**src/rtl/fp_pkg.sv**
```systemverilog
// Shared floating-point types and helpers for the fp issue stages.
package fp_pkg;

   localparam int unsigned EXP_DEFAULT   = 8;
   localparam int unsigned MANT_DEFAULT  = 23;
   localparam int unsigned WIDTH_DEFAULT = 1 + EXP_DEFAULT + MANT_DEFAULT;

   localparam logic [WIDTH_DEFAULT-1:0] QNAN =
      {1'b0, {EXP_DEFAULT{1'b1}}, 1'b1, {(MANT_DEFAULT-1){1'b0}}};

   typedef enum logic [1:0] {FP_ZERO, FP_NORM, FP_INF, FP_NAN} fp_class_t;

   typedef enum logic [0:0] {StIdle, StWait} issue_state_t;

   // Works on pre-reduced field flags so it stays independent of EXP/MANT.
   // Denormals fall into FP_ZERO (flush-to-zero).
   function automatic fp_class_t fp_classify(input logic exp_zero,
                                             input logic exp_ones,
                                             input logic mant_zero);
      if (exp_zero) begin
         return FP_ZERO;
      end else if (exp_ones) begin
         return mant_zero ? FP_INF : FP_NAN;
      end
      return FP_NORM;
   endfunction

   function automatic logic [WIDTH_DEFAULT-1:0] fp_inf(input logic sign);
      return {sign, {EXP_DEFAULT{1'b1}}, {MANT_DEFAULT{1'b0}}};
   endfunction

   function automatic logic [WIDTH_DEFAULT-1:0] fp_zero(input logic sign);
      return {sign, {(EXP_DEFAULT+MANT_DEFAULT){1'b0}}};
   endfunction

endpackage

```
**src/rtl/fp_div_special.sv**
```systemverilog
// Combinational IEEE special-case resolver for a/b; flags pairs the divider need not see.
module fp_div_special
   import fp_pkg::*;
#(
   parameter int unsigned EXP  = EXP_DEFAULT,
   parameter int unsigned MANT = MANT_DEFAULT
) (
   input  logic [EXP+MANT:0] a_i,
   input  logic [EXP+MANT:0] b_i,
   output logic              is_special_o,
   output logic [EXP+MANT:0] special_result_o
);

   localparam int unsigned WIDTH = 1 + EXP + MANT;

   fp_class_t  cls_a;
   fp_class_t  cls_b;
   logic       sign;

   assign cls_a = fp_classify(a_i[WIDTH-2:MANT] == '0, &a_i[WIDTH-2:MANT],
                              a_i[MANT-1:0] == '0);
   assign cls_b = fp_classify(b_i[WIDTH-2:MANT] == '0, &b_i[WIDTH-2:MANT],
                              b_i[MANT-1:0] == '0);
   assign sign  = a_i[WIDTH-1] ^ b_i[WIDTH-1];

   // Priority: NaN-producing cases, then infinities, then zeros.
   always_comb begin
      is_special_o     = 1'b1;
      special_result_o = '0;
      if (cls_a == FP_NAN || cls_b == FP_NAN ||
          (cls_a == FP_ZERO && cls_b == FP_ZERO) ||
          (cls_a == FP_INF && cls_b == FP_INF)) begin
         special_result_o = {1'b0, {EXP{1'b1}}, 1'b1, {(MANT-1){1'b0}}};
      end else if (cls_b == FP_ZERO || cls_a == FP_INF) begin
         special_result_o = {sign, {EXP{1'b1}}, {MANT{1'b0}}};
      end else if (cls_a == FP_ZERO || cls_b == FP_INF) begin
         special_result_o = {sign, {(EXP+MANT){1'b0}}};
      end else begin
         is_special_o = 1'b0;
      end
   end

endmodule

```
**src/rtl/fp_div_issue.sv**
```systemverilog
// Issue stage in front of the shared iterative fp_div: operand FIFO, local special-case
// resolution and strictly in-order result delivery.
module fp_div_issue
   import fp_pkg::*;
#(
   parameter int unsigned EXP   = EXP_DEFAULT,
   parameter int unsigned MANT  = MANT_DEFAULT,
   parameter int unsigned WIDTH = 1 + EXP + MANT,
   parameter int unsigned DEPTH = 4
) (
   input  logic             clock,
   input  logic             clock_sreset,
   input  logic [WIDTH-1:0] dataa,
   input  logic [WIDTH-1:0] datab,
   input  logic             data_valid,
   output logic             in_ready,
   output logic             overflow,
   output logic [WIDTH-1:0] div_dataa,
   output logic [WIDTH-1:0] div_datab,
   output logic             div_data_valid,
   input  logic             div_result_valid,
   input  logic [WIDTH-1:0] div_result,
   output logic             result_valid,
   output logic [WIDTH-1:0] result
);

   localparam int unsigned PTR_W = $clog2(DEPTH);
   localparam int unsigned CNT_W = PTR_W + 1;

   logic [2*WIDTH-1:0] mem_q [DEPTH];
   logic [PTR_W-1:0]   wr_ptr_q, wr_ptr_d;
   logic [PTR_W-1:0]   rd_ptr_q, rd_ptr_d;
   logic [CNT_W-1:0]   count_q, count_d;
   logic               push, pop, fifo_empty;
   logic [WIDTH-1:0]   head_a, head_b;
   logic               head_special;
   logic [WIDTH-1:0]   head_special_result;

   issue_state_t       state_q, state_d;
   logic [WIDTH-1:0]   result_q, result_d;
   logic               result_valid_q, result_valid_d;
   logic [WIDTH-1:0]   div_dataa_q, div_dataa_d;
   logic [WIDTH-1:0]   div_datab_q, div_datab_d;
   logic               div_data_valid_q, div_data_valid_d;
   logic               overflow_q, overflow_d;

   assign in_ready   = (count_q != CNT_W'(DEPTH));
   assign fifo_empty = (count_q == '0);
   assign push       = data_valid & in_ready;
   assign {head_a, head_b} = mem_q[rd_ptr_q];

   fp_div_special #(
      .EXP  (EXP),
      .MANT (MANT)
   ) u_special (
      .a_i              (head_a),
      .b_i              (head_b),
      .is_special_o     (head_special),
      .special_result_o (head_special_result)
   );

   // FIFO storage; pointers wrap naturally since DEPTH is a power of two.
   always_ff @(posedge clock) begin
      if (push) begin
         mem_q[wr_ptr_q] <= {dataa, datab};
      end
   end

   // FIFO pointer/count next state.
   always_comb begin
      wr_ptr_d = push ? wr_ptr_q + 1'b1 : wr_ptr_q;
      rd_ptr_d = pop  ? rd_ptr_q + 1'b1 : rd_ptr_q;
      count_d  = count_q + CNT_W'(push) - CNT_W'(pop);
   end

   // FSM state register.
   always_ff @(posedge clock) begin
      if (clock_sreset) begin
         state_q <= StIdle;
      end else begin
         state_q <= state_d;
      end
   end

   // FSM next state; heads are only inspected (and popped) in StIdle.
   always_comb begin
      state_d = state_q;
      pop     = 1'b0;
      unique case (state_q)
         StIdle: begin
            if (!fifo_empty) begin
               pop = 1'b1;
               if (!head_special) begin
                  state_d = StWait;
               end
            end
         end
         StWait: begin
            if (div_result_valid) begin
               state_d = StIdle;
            end
         end
      endcase
   end

   // FSM outputs: next values for the registered result/divider interface.
   always_comb begin
      result_d         = result_q;
      result_valid_d   = 1'b0;
      div_dataa_d      = div_dataa_q;
      div_datab_d      = div_datab_q;
      div_data_valid_d = 1'b0;
      overflow_d       = overflow_q | (data_valid & ~in_ready);
      unique case (state_q)
         StIdle: begin
            if (!fifo_empty) begin
               if (head_special) begin
                  result_d       = head_special_result;
                  result_valid_d = 1'b1;
               end else begin
                  div_dataa_d      = head_a;
                  div_datab_d      = head_b;
                  div_data_valid_d = 1'b1;
               end
            end
         end
         StWait: begin
            if (div_result_valid) begin
               result_d       = div_result;
               result_valid_d = 1'b1;
            end
         end
      endcase
   end

   // Datapath and FIFO control registers with synchronous reset.
   always_ff @(posedge clock) begin
      if (clock_sreset) begin
         wr_ptr_q         <= '0;
         rd_ptr_q         <= '0;
         count_q          <= '0;
         result_q         <= '0;
         result_valid_q   <= 1'b0;
         div_dataa_q      <= '0;
         div_datab_q      <= '0;
         div_data_valid_q <= 1'b0;
         overflow_q       <= 1'b0;
      end else begin
         wr_ptr_q         <= wr_ptr_d;
         rd_ptr_q         <= rd_ptr_d;
         count_q          <= count_d;
         result_q         <= result_d;
         result_valid_q   <= result_valid_d;
         div_dataa_q      <= div_dataa_d;
         div_datab_q      <= div_datab_d;
         div_data_valid_q <= div_data_valid_d;
         overflow_q       <= overflow_d;
      end
   end

   assign result         = result_q;
   assign result_valid   = result_valid_q;
   assign div_dataa      = div_dataa_q;
   assign div_datab      = div_datab_q;
   assign div_data_valid = div_data_valid_q;
   assign overflow       = overflow_q;

endmodule

```
**config.mk**
```make
export PLATFORM = sky130hd
export DESIGN_NAME = fp_div_issue
export DESIGN_NICKNAME = d
export VERILOG_FILES = /design/src/rtl/fp_pkg.sv /design/src/rtl/fp_div_special.sv /design/src/rtl/fp_div_issue.sv
export SDC_FILE = /design/constraint.sdc
export NUM_CORES = 1
export LEC_CHECK = 0
export ABC_AREA = 0
export CORE_ASPECT_RATIO = 2
export CORE_MARGIN = 1
export CORE_UTILIZATION = 54
export DETAILED_ROUTE_END_ITERATION = 10
export HOLD_SLACK_MARGIN = 0.15
export PLACE_DENSITY = 0.79
export SYNTH_ARGS = -nofsm -noshare
export SYNTH_HDL_FRONTEND = slang
export SYNTH_HIERARCHICAL = 1
export SYNTH_SLANG_ARGS = --single-unit
```
**constraint.sdc**
```tcl
create_clock -name clock -period 3.35 [get_ports clock]
set_clock_uncertainty 0.1 [all_clocks]
set_input_delay 1.005 -clock clock [delete_from_list [all_inputs] [get_ports clock]]
set_output_delay 1.005 -clock clock [all_outputs]
set_load 0.01 [all_outputs]
```
; Word-level counts from Yosys, hierarchy flattened
; Memory sizes are Yosys's and may differ from the RTL's. A register that Yosys moved wholly into a read port is not among the register bits.
; Index checks and enable logic that the tools add are counted.
[word_totals]
register_bits = 107
mem_bits_rw = 256
in_bits = 100
wordCells = 86
memories = 1
[mem_list]
columns = memory, words, width, rd, rd_clocked_by_memory_dff, wr, line_no
row1 = mem_q, 4, 64, 1, 1, 1, fp_div_issue.sv:30  ; logic [2*WIDTH-1:0] mem_q [DEPTH];
[op_classes]
addsub = 4
eq_ne = 8
muxes = 36
bitwise_logic = 8
n_reduce_logical = 19
[op_table]
columns = operator, count
row1 = $mux W32, 6
row2 = $pmux W32 S2, 1
row3 = $logic_not A23 Y1, 2
row4 = $mux W1, 19
row5 = $logic_not A8 Y1, 2
row6 = $mux W2, 8
row7 = $reduce_and A8 Y1, 2
row8 = $eq A2 B2 Y1 const B, 4
row9 = $ne A2 B2 Y1 const B, 3
row10 = $reduce_and A3 Y1, 2
row11 = $logic_or A1 B1 Y1, 5
row12 = $add A2 B1 Y2 const B, 2
row13 = $logic_not A2 Y1, 2
row14 = $not A1 Y1, 4
row15 = $pmux W1 S2, 2
row16 = $add A3 B1 Y3, 1
row17 = $logic_not A3 Y1, 1
row18 = $ne A3 B3 Y1 const B, 1
row19 = $sub A3 B1 Y3, 1
row20 = $and A1 B1 Y1, 2
row21 = $logic_and A1 B1 Y1, 2
row22 = $reduce_or A2 Y1, 1
row23 = $or A1 B1 Y1, 1
row24 = $xor A1 B1 Y1, 1

; Depth between registers and ports, before layout
; Gate-level depths: netlist of run 1.
[depth]
depth_word = 13
depth_mapped = 11

; Cells and area by module
; Netlist of run 1, hierarchy kept.
[modules_own_cells]
columns = mod, n_inst, cells_per_inst, area_per_inst_um2, seq_area_each_um2
row1 = fp_div_issue, 1, 727, 13606.8, 9869.5
row2 = fp_div_special, 1, 72, 480.5, 0.0

; Worst setup path after synthesis of run 1
; Ideal clock, no wire load.
[synth_timing]
kind = input to register
startpoint = input data_valid
endpoint = memory mem_q[0][0] (netlist bit), enable pin
setup_ps = 429
arrival_time_ps = 2560
required_time_ps = 2821
slack_ps = 261
path_stages = 1
path_buffers = 0
cell_sequence = and3_1
[synth_between]
elab_chain_len = 3
[synth_lines]
columns = element, line_no
row1 = "start, declared", fp_div_issue.sv:15  ; input logic data_valid,
row2 = $and A1 B1 Y1, fp_div_issue.sv:49  ; assign push = data_valid & in_ready;
row3 = $mux W1, fp_div_issue.sv:64  ; if (push) begin
row4 = $mux W1 (implied by the code), fp_div_issue.sv:65  ; mem_q[wr_ptr_q] <= {dataa, datab};
row5 = "end, declared", fp_div_issue.sv:30
; Every way passes these cells.

==> flow_summary_export.csv, run 1 <==
group,metric,value,unit
logic_synthesis,synthTopCellsByArea,"edfxtp_1 55%, dfxtp_1 15%, mux4_2 10%, a22o_2 4.3%, mux2i_1 2.3%",
logic_synthesis,synth_largest_area_cell,"edfxtp_1",
placed_design,hpwl,18800,µm
placed_design,io_buffers,199,
logic_synthesis,ys_warn_count,6,
logic_synthesis,synth_top_area_share,54.6,%
critical_path,crit_arrival,3.51,ns
routing,drc,0,
sta,report.final.hold_viol_count,0,
critical_path,crit_end,"result[31]$_SDFFE_PP0P_",
critical_path,worstRegToRegCells,10,
placed_design,gp_congestion,0.748,
final_layout,seq_area,0.00988,mm²
routing,vias_per_cell,5.69,
logic_synthesis,ys_ff_latch,365,
routing,num_vias,7738,
final_layout,multi_input_area,0.00376,mm²
logic_synthesis,netlist_area,0.0141,mm²
critical_path,cp_cell_sequence,"buf_16, mux4_2, nor4_4, buf_4, nand4_1, o21ai_0, a22o_2, nor3b_2, mux2i_1, a211oi_1",
final_layout,fin_area,0.0174,mm²
clocking,cts_inserted_buffers,30,
global_routing,grt_pass1_wl,44600,µm
critical_path,end_kind,"flop",
clocking,clock_latency,0.56,ns
global_routing,grt_max_degree,66,
routing,wl_per_cell,21.5,µm
global_routing,grt_use_total,22.5,%
floorplanning,die_h,230,µm
logic_synthesis,syn_inst,799,
clocking,cts_tree,"yes",
critical_path,rr_endpoint,"result[31]$_SDFFE_PP0P_",
outcome,status,"finished, final reports clean",
hold_path,worstHoldPathType,"reg -> reg",
clocking,cts_max_path_buffers,3,
floorplanning,dieWidth,116,µm
critical_path,cp_slowest_stage_delay,0.60,ns
sta,slew_viol_final,0,
critical_path,cp_data_required_time,3.73,ns
routing,drt-initial-drc-count,451,
clocking,cts.htree.levels,1,
final_layout,nNetsFinal,1100,
sta,setup-violations-final,0,
routing,drt_pass1_iterations,5,
floorplanning,start_util,54.9,%
routing,final_antenna_net_count,0,
logic_synthesis,netlist-cell-type-count,46,
critical_path,critPathKind,"reg -> reg",
sta,setup_tns,0,ns
sta,period_minus_slack,3.13,ns
critical_path,crit_path_start_kind,"flop",
critical_path,rrSetupSlack,0.22,ns
sta,slew_headroom,54.6,%
pwr,p_leak,5.98,nW
sta,worst_pin_slew,0.676,ns
global_routing,grt_pass1_vias,8128,
critical_path,critPathMaxFanout,33,
routing,wirelength,29300,µm
sta,max_freq,319,MHz
floorplanning,rows,83,
logic_synthesis,seq_area_frac_synth,70.1,%
logic_synthesis,syn_area_per_cell,17.6,µm²
sta,fin_crit_sh,93.4,%
job,drv_cap,0,
final_layout,nFillCells,1753,
critical_path,slowest_stage,"mux4_2",
clocking,cts_num_sinks,365,
floorplanning,io_pins,200,
final_layout,drive_gt1_share,21.0,%
floorplanning,dieArea,0.0268,mm²
clocking,clkTransAtPathRegs,0.07,ns
pwr,power_density,825,mW/mm²
floorplanning,core_area,0.0257,mm²
global_routing,antenna_found_initial,3,
placed_design,placedInstanceArea,0.0164,mm²
final_layout,area_growth,23.4,%
clocking,cts_root_buffer,"clkbuf_16",
sta,rsz0062_at_grt,"no",
global_routing,grt-ovfl-total,0,
pwr,ir_drop,0.000568,V
[cell usage after synthesis (all sizes together)]
cell type,number
ha,5
xor2,3
or2,2
clkbuf,20
nand2,4
a21oi,39
nor3b,2
or3,2
nor2b,2
mux4,64
fa,1
a211oi,32
inv,7
conb,1
nor3,6
a311oi,1
a2bb2oi,1
dfxtp,109
a31o,1
nand4,6
a22o,65
and3,4
mux2i,32
edfxtp,256
nand3,3
and2,1
nor2,11
o31a,1
o311ai,1
mux2,1
a21o,32
buf,62
nor4,15
o21ai,7
[worst max-delay path: cells and delay by family (launching register included)]
family          cells  cell delay, ns
compound gates      3            0.62
buf+inv             2            0.45
flops               1            0.48
mux                 2            0.69
simple gates        3            0.66
[area by class of cell]
cell class | count | area share [%]
Tap cell | 340 | 2.45
Sequential cell | 365 | 56.8
Timing Repair Buffer | 224 | 13.4
Inverter | 7 | 0.151
Multi-Input combinational cell | 366 | 21.6
Clock buffer | 47 | 5.10
Antenna cell | 3 | 0.0432
Clock inverter | 8 | 0.367
[layout by cell type, fill, tap and decap left out, types with 2 or more instances in the layout]
cell / instances
clkinv_2: 3
a21oi_1: 38
inv_1: 6
nor4_1: 12
clkbuf_8: 5
nand2_1: 4
mux4_2: 64
a22o_1: 5
buf_12: 11
a21o_1: 32
clkbuf_1: 11
nor4_2: 2
nor3_1: 6
edfxtp_1: 256
mux2i_1: 32
dfxtp_2: 2
buf_4: 13
nor2b_1: 2
xor2_1: 3
conb_1: 22
clkdlybuf4s50_1: 198
nor3b_2: 2
ha_1: 5
nand4_1: 6
o21ai_0: 6
and3_2: 4
nor2_1: 11
clkbuf_16: 31
a22o_2: 60
nand3_1: 3
diode_2: 3
dfxtp_1: 106
clkinv_1: 3
a211oi_1: 31
[sequential cells by signal, summed over array words and instances, names as in the netlist, named ones only]
signal	count
div_data_valid	1
overflow	1
div_datab	32
result_valid	1
count_q	3
state_q	1
rd_ptr_q	2
result	32
mem_q	256
div_dataa	32
wr_ptr_q	2
[timing repair]
action / in CTS / in global routing
buffers inserted: 0 / 0
hold buffers: 0 / 0
endpoints found under the setup margin: 0 / 15
gates resized for setup: 0 / 6
[power by group]
part           switching [mW]  total, mW  internal (mW)
logic                    2.28       4.83           2.56
clock network            1.49       3.38           1.89
registers               0.444       6.13           5.68
total                    4.21       14.3           10.1
[cell families after synthesis]
kind of cell / count (synthesis) / synth area share (%)
buf+inv: 89 / 4.08
fa+ha+maj: 6 / 0.586
other cells: 1 / 0.0266
simple gates: 58 / 2.34
compound gates: 180 / 10.1
xor+xnor: 3 / 0.187
flops: 365 / 70.1
mux: 97 / 12.6
[layer usage]
metal  global-route usage [%]  up-vias  share of wire, %
li1                         -     3566                 -
met1                     24.7     3865                36
met2                     41.3      265                55
met3                     5.20       42               6.9
met4                     8.05        0               2.1
met5                        0        -                 0
[worst min-delay path by stage]
| stage | start | end | cells after the start | slack, ns |
|---|---|---|---|---|
| global placement | overflow$_SDFF_PP0_ | overflow$_SDFF_PP0_ | 2 | 0.35 |
| detailed placement | overflow$_SDFF_PP0_ | overflow$_SDFF_PP0_ | 2 | 0.36 |
| global route | div_datab[27]$_SDFFE_PP0P_ | div_datab[27]$_SDFFE_PP0P_ | 1 | 0.41 |
| floorplan | wr_ptr_q[0]$_SDFFE_PP0P_ | wr_ptr_q[0]$_SDFFE_PP0P_ | 2 | 0.38 |
| CTS | div_dataa[24]$_SDFFE_PP0P_ | div_dataa[24]$_SDFFE_PP0P_ | 1 | 0.38 |
| finish | div_dataa[24]$_SDFFE_PP0P_ | div_dataa[24]$_SDFFE_PP0P_ | 1 | 0.38 |
[per-stage QoR]
| step | utilization [%] | cells | power (mW) | hold WS [ns] | setup slack (ns) |
|---|---|---|---|---|---|
| after floorplan | - | 820 | 9.13 | 0.384 | 0.261 |
| after global placement | 63.9 | 1302 | 10.9 | 0.349 | 0.0923 |
| after detailed placement | 63.9 | 1302 | 11.1 | 0.364 | 0.0651 |
| after CTS | 67.6 | 1357 | 14.4 | 0.383 | 0.0402 |
| after global routing | 67.7 | 1360 | 15.0 | 0.410 | 0.0509 |
| final | 67.7 | 1360 | 14.3 | 0.380 | 0.220 |
No activity file was read; power rests on OpenSTA's default activity.
==> run 2: changes to the inputs <==
- ABC_AREA: 0 -> 1
- CORE_MARGIN: 1 -> 1.5
- CORE_UTILIZATION: 54 -> 56
- PLACE_DENSITY: 0.79 -> 0.81
==> flow_summary_export.csv, run 2 <==
group,metric,value,unit
outcome,status,"finished, final reports clean",
placed_design,hpwl,22500,µm
logic_synthesis,synth.mux.area_fraction,0,%
floorplanning,rows,86,
final_layout,area_growth,20.2,%
hold_path,hold_end,"overflow$_SDFF_PP0_",
floorplanning,io_pins,200,
routing,wirelength,34900,µm
floorplanning,dieWidth,122,µm
placed_design,placedInstanceArea,0.0180,mm²
global_routing,grt-ovfl-total,0,
clocking,holdBufCountCts,0,
sta,whs,0.351,ns
logic_synthesis,synth_compound_area_share,6.53,%
routing,vias_per_cell,5.02,
logic_synthesis,seq_area_frac_synth,62.5,%
logic_synthesis,yosysMostFrequentCell,"nand2_1",
global_routing,grt_max_degree,95,
logic_synthesis,synth_largest_area_cell,"edfxtp_1",
logic_synthesis,synthTopCellsByArea,"edfxtp_1 49%, dfxtp_1 14%, nand2_1 13%, nor2_1 6.1%, o211ai_1 6.1%",
routing,drc,0,
routing,drt-initial-drc-count,681,
clocking,clkTransAtPathRegs,0.07,ns
pwr,p_leak,7.91,nW
logic_synthesis,synth_top_area_share,48.7,%
clocking,cts_resized,0,
hold_path,worstHoldPathType,"reg -> reg",
sta,fin_crit_sh,93.4,%
final_layout,final_cell_mix,"528 x nand2_1, 256 x edfxtp_1, 253 x nor2_1",
clocking,cts_root_buffer,"clkbuf_16",
logic_synthesis,synthArstFlopShare,0,%
global_routing,grt_use_total,24.0,%
final_layout,fin_area,0.0190,mm²
floorplanning,dieArea,0.0293,mm²
clocking,cts.htree.levels,1,
routing,final_antenna_net_count,0,
floorplanning,start_util,57.1,%
global_routing,grt_pass1_vias,10997,
final_layout,largest_reg_flops,256,
routing,wl_met3,1900,µm
sta,report.final.hold_viol_count,0,
logic_synthesis,syn_inst,1694,
hold_path,min_path_cells,2,
critical_path,crit_path_start_kind,"flop",
critical_path,crit_arrival,3.47,ns
final_layout,nNetsFinal,1965,
logic_synthesis,ys_ff_latch,365,
critical_path,rrSetupSlack,0.22,ns
routing,num_vias,11249,
clocking,cts_max_path_buffers,3,
routing,dr_wl_met2,19200,µm
clocking,clock_latency,0.55,ns
critical_path,rr_endpoint,"div_datab[16]$_SDFFE_PP0P_",
placed_design,gp_congestion,0.790,
floorplanning,core_area,0.0277,mm²
critical_path,critPathMaxFanout,94,
critical_path,worstRegToRegCells,19,
sta,max_freq,320,MHz
final_layout,finish.utilization,68.6,%
clocking,cts_inserted_buffers,29,
global_routing,grt_pass1_wl,54400,µm
critical_path,end_kind,"flop",
final_layout,mostFrequentLayoutCell,"nand2_1",
logic_synthesis,yosys-top-cells-count,"528 x nand2_1, 257 x nor2_1, 256 x edfxtp_1, 251 x inv_1, 128 x o211ai_1",
sta,slew_viol_final,0,
global_routing,antenna_found_initial,7,
critical_path,critPathKind,"reg -> reg",
pwr,ir_drop,0.000577,V
logic_synthesis,synth_top_flop_cell,"edfxtp_1",
floorplanning,die_h,240,µm
final_layout,regMostFlops,"mem_q",
logic_synthesis,syn_area_per_cell,9.31,µm²
routing,wl_per_cell,15.6,µm
routing,dr.max_layer_used,"met4",
routing,drt_pass1_iterations,5,
job,drv_cap,0,
sta,period_minus_slack,3.13,ns
placed_design,io_buffers,199,
logic_synthesis,netlist-cell-type-count,29,
sta,setup-violations-final,0,
logic_synthesis,synthXorXnorAreaFrac,0.222,%
clocking,cts_setup_buffers,0,
pwr,power_density,852,mW/mm²
final_layout,drive_gt1_share,5.16,%
logic_synthesis,synth_fa_ha_area_share,0.523,%
logic_synthesis,synth_top_family_by_area,"simple AND/OR/NAND/NOR gates",
logic_synthesis,netlist_area,0.0158,mm²
critical_path,cp_data_required_time,3.69,ns
clocking,cts_tree,"yes",
logic_synthesis,synth-edff-count,256,
routing,wl_met1,12400,µm
logic_synthesis,ys_warn_count,6,
logic_synthesis,yosys.area_share.simple,19.8,%
hold_path,hold_start,"overflow$_SDFF_PP0_",
sta,rsz0062_at_grt,"no",
clocking,cts_num_sinks,365,
## run 2: changes by cell type after synthesis, sizes merged, moves of 33 or more
cell,before,now
o211ai,0,128
nor2,11,265
inv,7,254
nand2,4,531
a22o,65,0
buf,62,95
mux4,64,0
## run 2: layer usage
layer | GRT usage [%] | vias up
li1 | - | 5622
met1 | 24.6 | 5186
met2 | 46.5 | 361
met3 | 3.08 | 80
met4 | 11.9 | 0
met5 | 0 | -
## run 2: layout make-up
cell class                 instances  area [µm²]
sequential                       365        9870
fill                            2065        8690
multi-input combinational        985        4400
timing repair buffer             223        2330
inverter                         255         958
clock buffer                      38         800
tap                              352         440
clock inverter                    15         154
antenna                            7        17.5
## run 2: report_power, final
group / leakage (nW) / switching [mW] / total (mW) / internal (mW)
Clock: 0.478 / 1.52 / 3.43 / 1.91
Combinational: 4.18 / 4.11 / 6.64 / 2.53
Sequential: 3.25 / 0.367 / 6.09 / 5.72
## run 2: how the worst max path moves through the flow
stage	from	endpoint	slack, ns	depth (start not counted)
final	flop	div_datab[16]$_SDFFE_PP0P_	0.22	19
after floorplan	data_valid	mem_q[0][0]$_DFFE_PP_	-0.07	2
after detailed placement	flop	div_datab[16]$_SDFFE_PP0P_	0.32	19
after global routing	flop	div_datab[16]$_SDFFE_PP0P_	0.007	19
after global placement	flop	result[26]$_SDFFE_PP0P_	0.46	17
after CTS	flop	div_datab[16]$_SDFFE_PP0P_	0.26	19
## run 2: cells by family (layout without fill, tap and decap cells)
family,count (synthesis),count (layout)
DFF,365,365
and+or+nand+nor,811,811
xor gates and xnor gates,4,4
buffers and inverters,365,531
other,1,29
AOI/OAI and AO/OA,142,142
adders and majority gates,6,6
## run 2: per-stage QoR
step / std cells / setup WS [ns] / power [mW] / setup TNS (ns)
floorplan: 1715 / -0.0740 / 10.6 / -18.93
global placement: 2180 / 0.462 / 12.6 / 0
detailed placement: 2180 / 0.321 / 12.8 / 0
CTS: 2233 / 0.259 / 16.3 / 0
global route: 2240 / 0.00695 / 17.3 / 0
finish: 2240 / 0.220 / 16.2 / 0
## run 2: critical path, stage by stage (launching register included)
cell and delay (ns):
dfxtp_4 0.40, buf_12 0.33, nand2_1 0.11, o211ai_1 0.11
nand2_1 0.11, nor2_1 0.14, nand2_1 0.10, nor2_1 0.24
nand2_1 0.11, nor2_2 0.15, nand2_1 0.11, clkinv_1 0.05
nor2_1 0.04, nand3_1 0.06, inv_1 0.08, nand3_4 0.13
buf_4 0.35, nand2_1 0.11, nand2_1 0.09, nor2_1 0.06
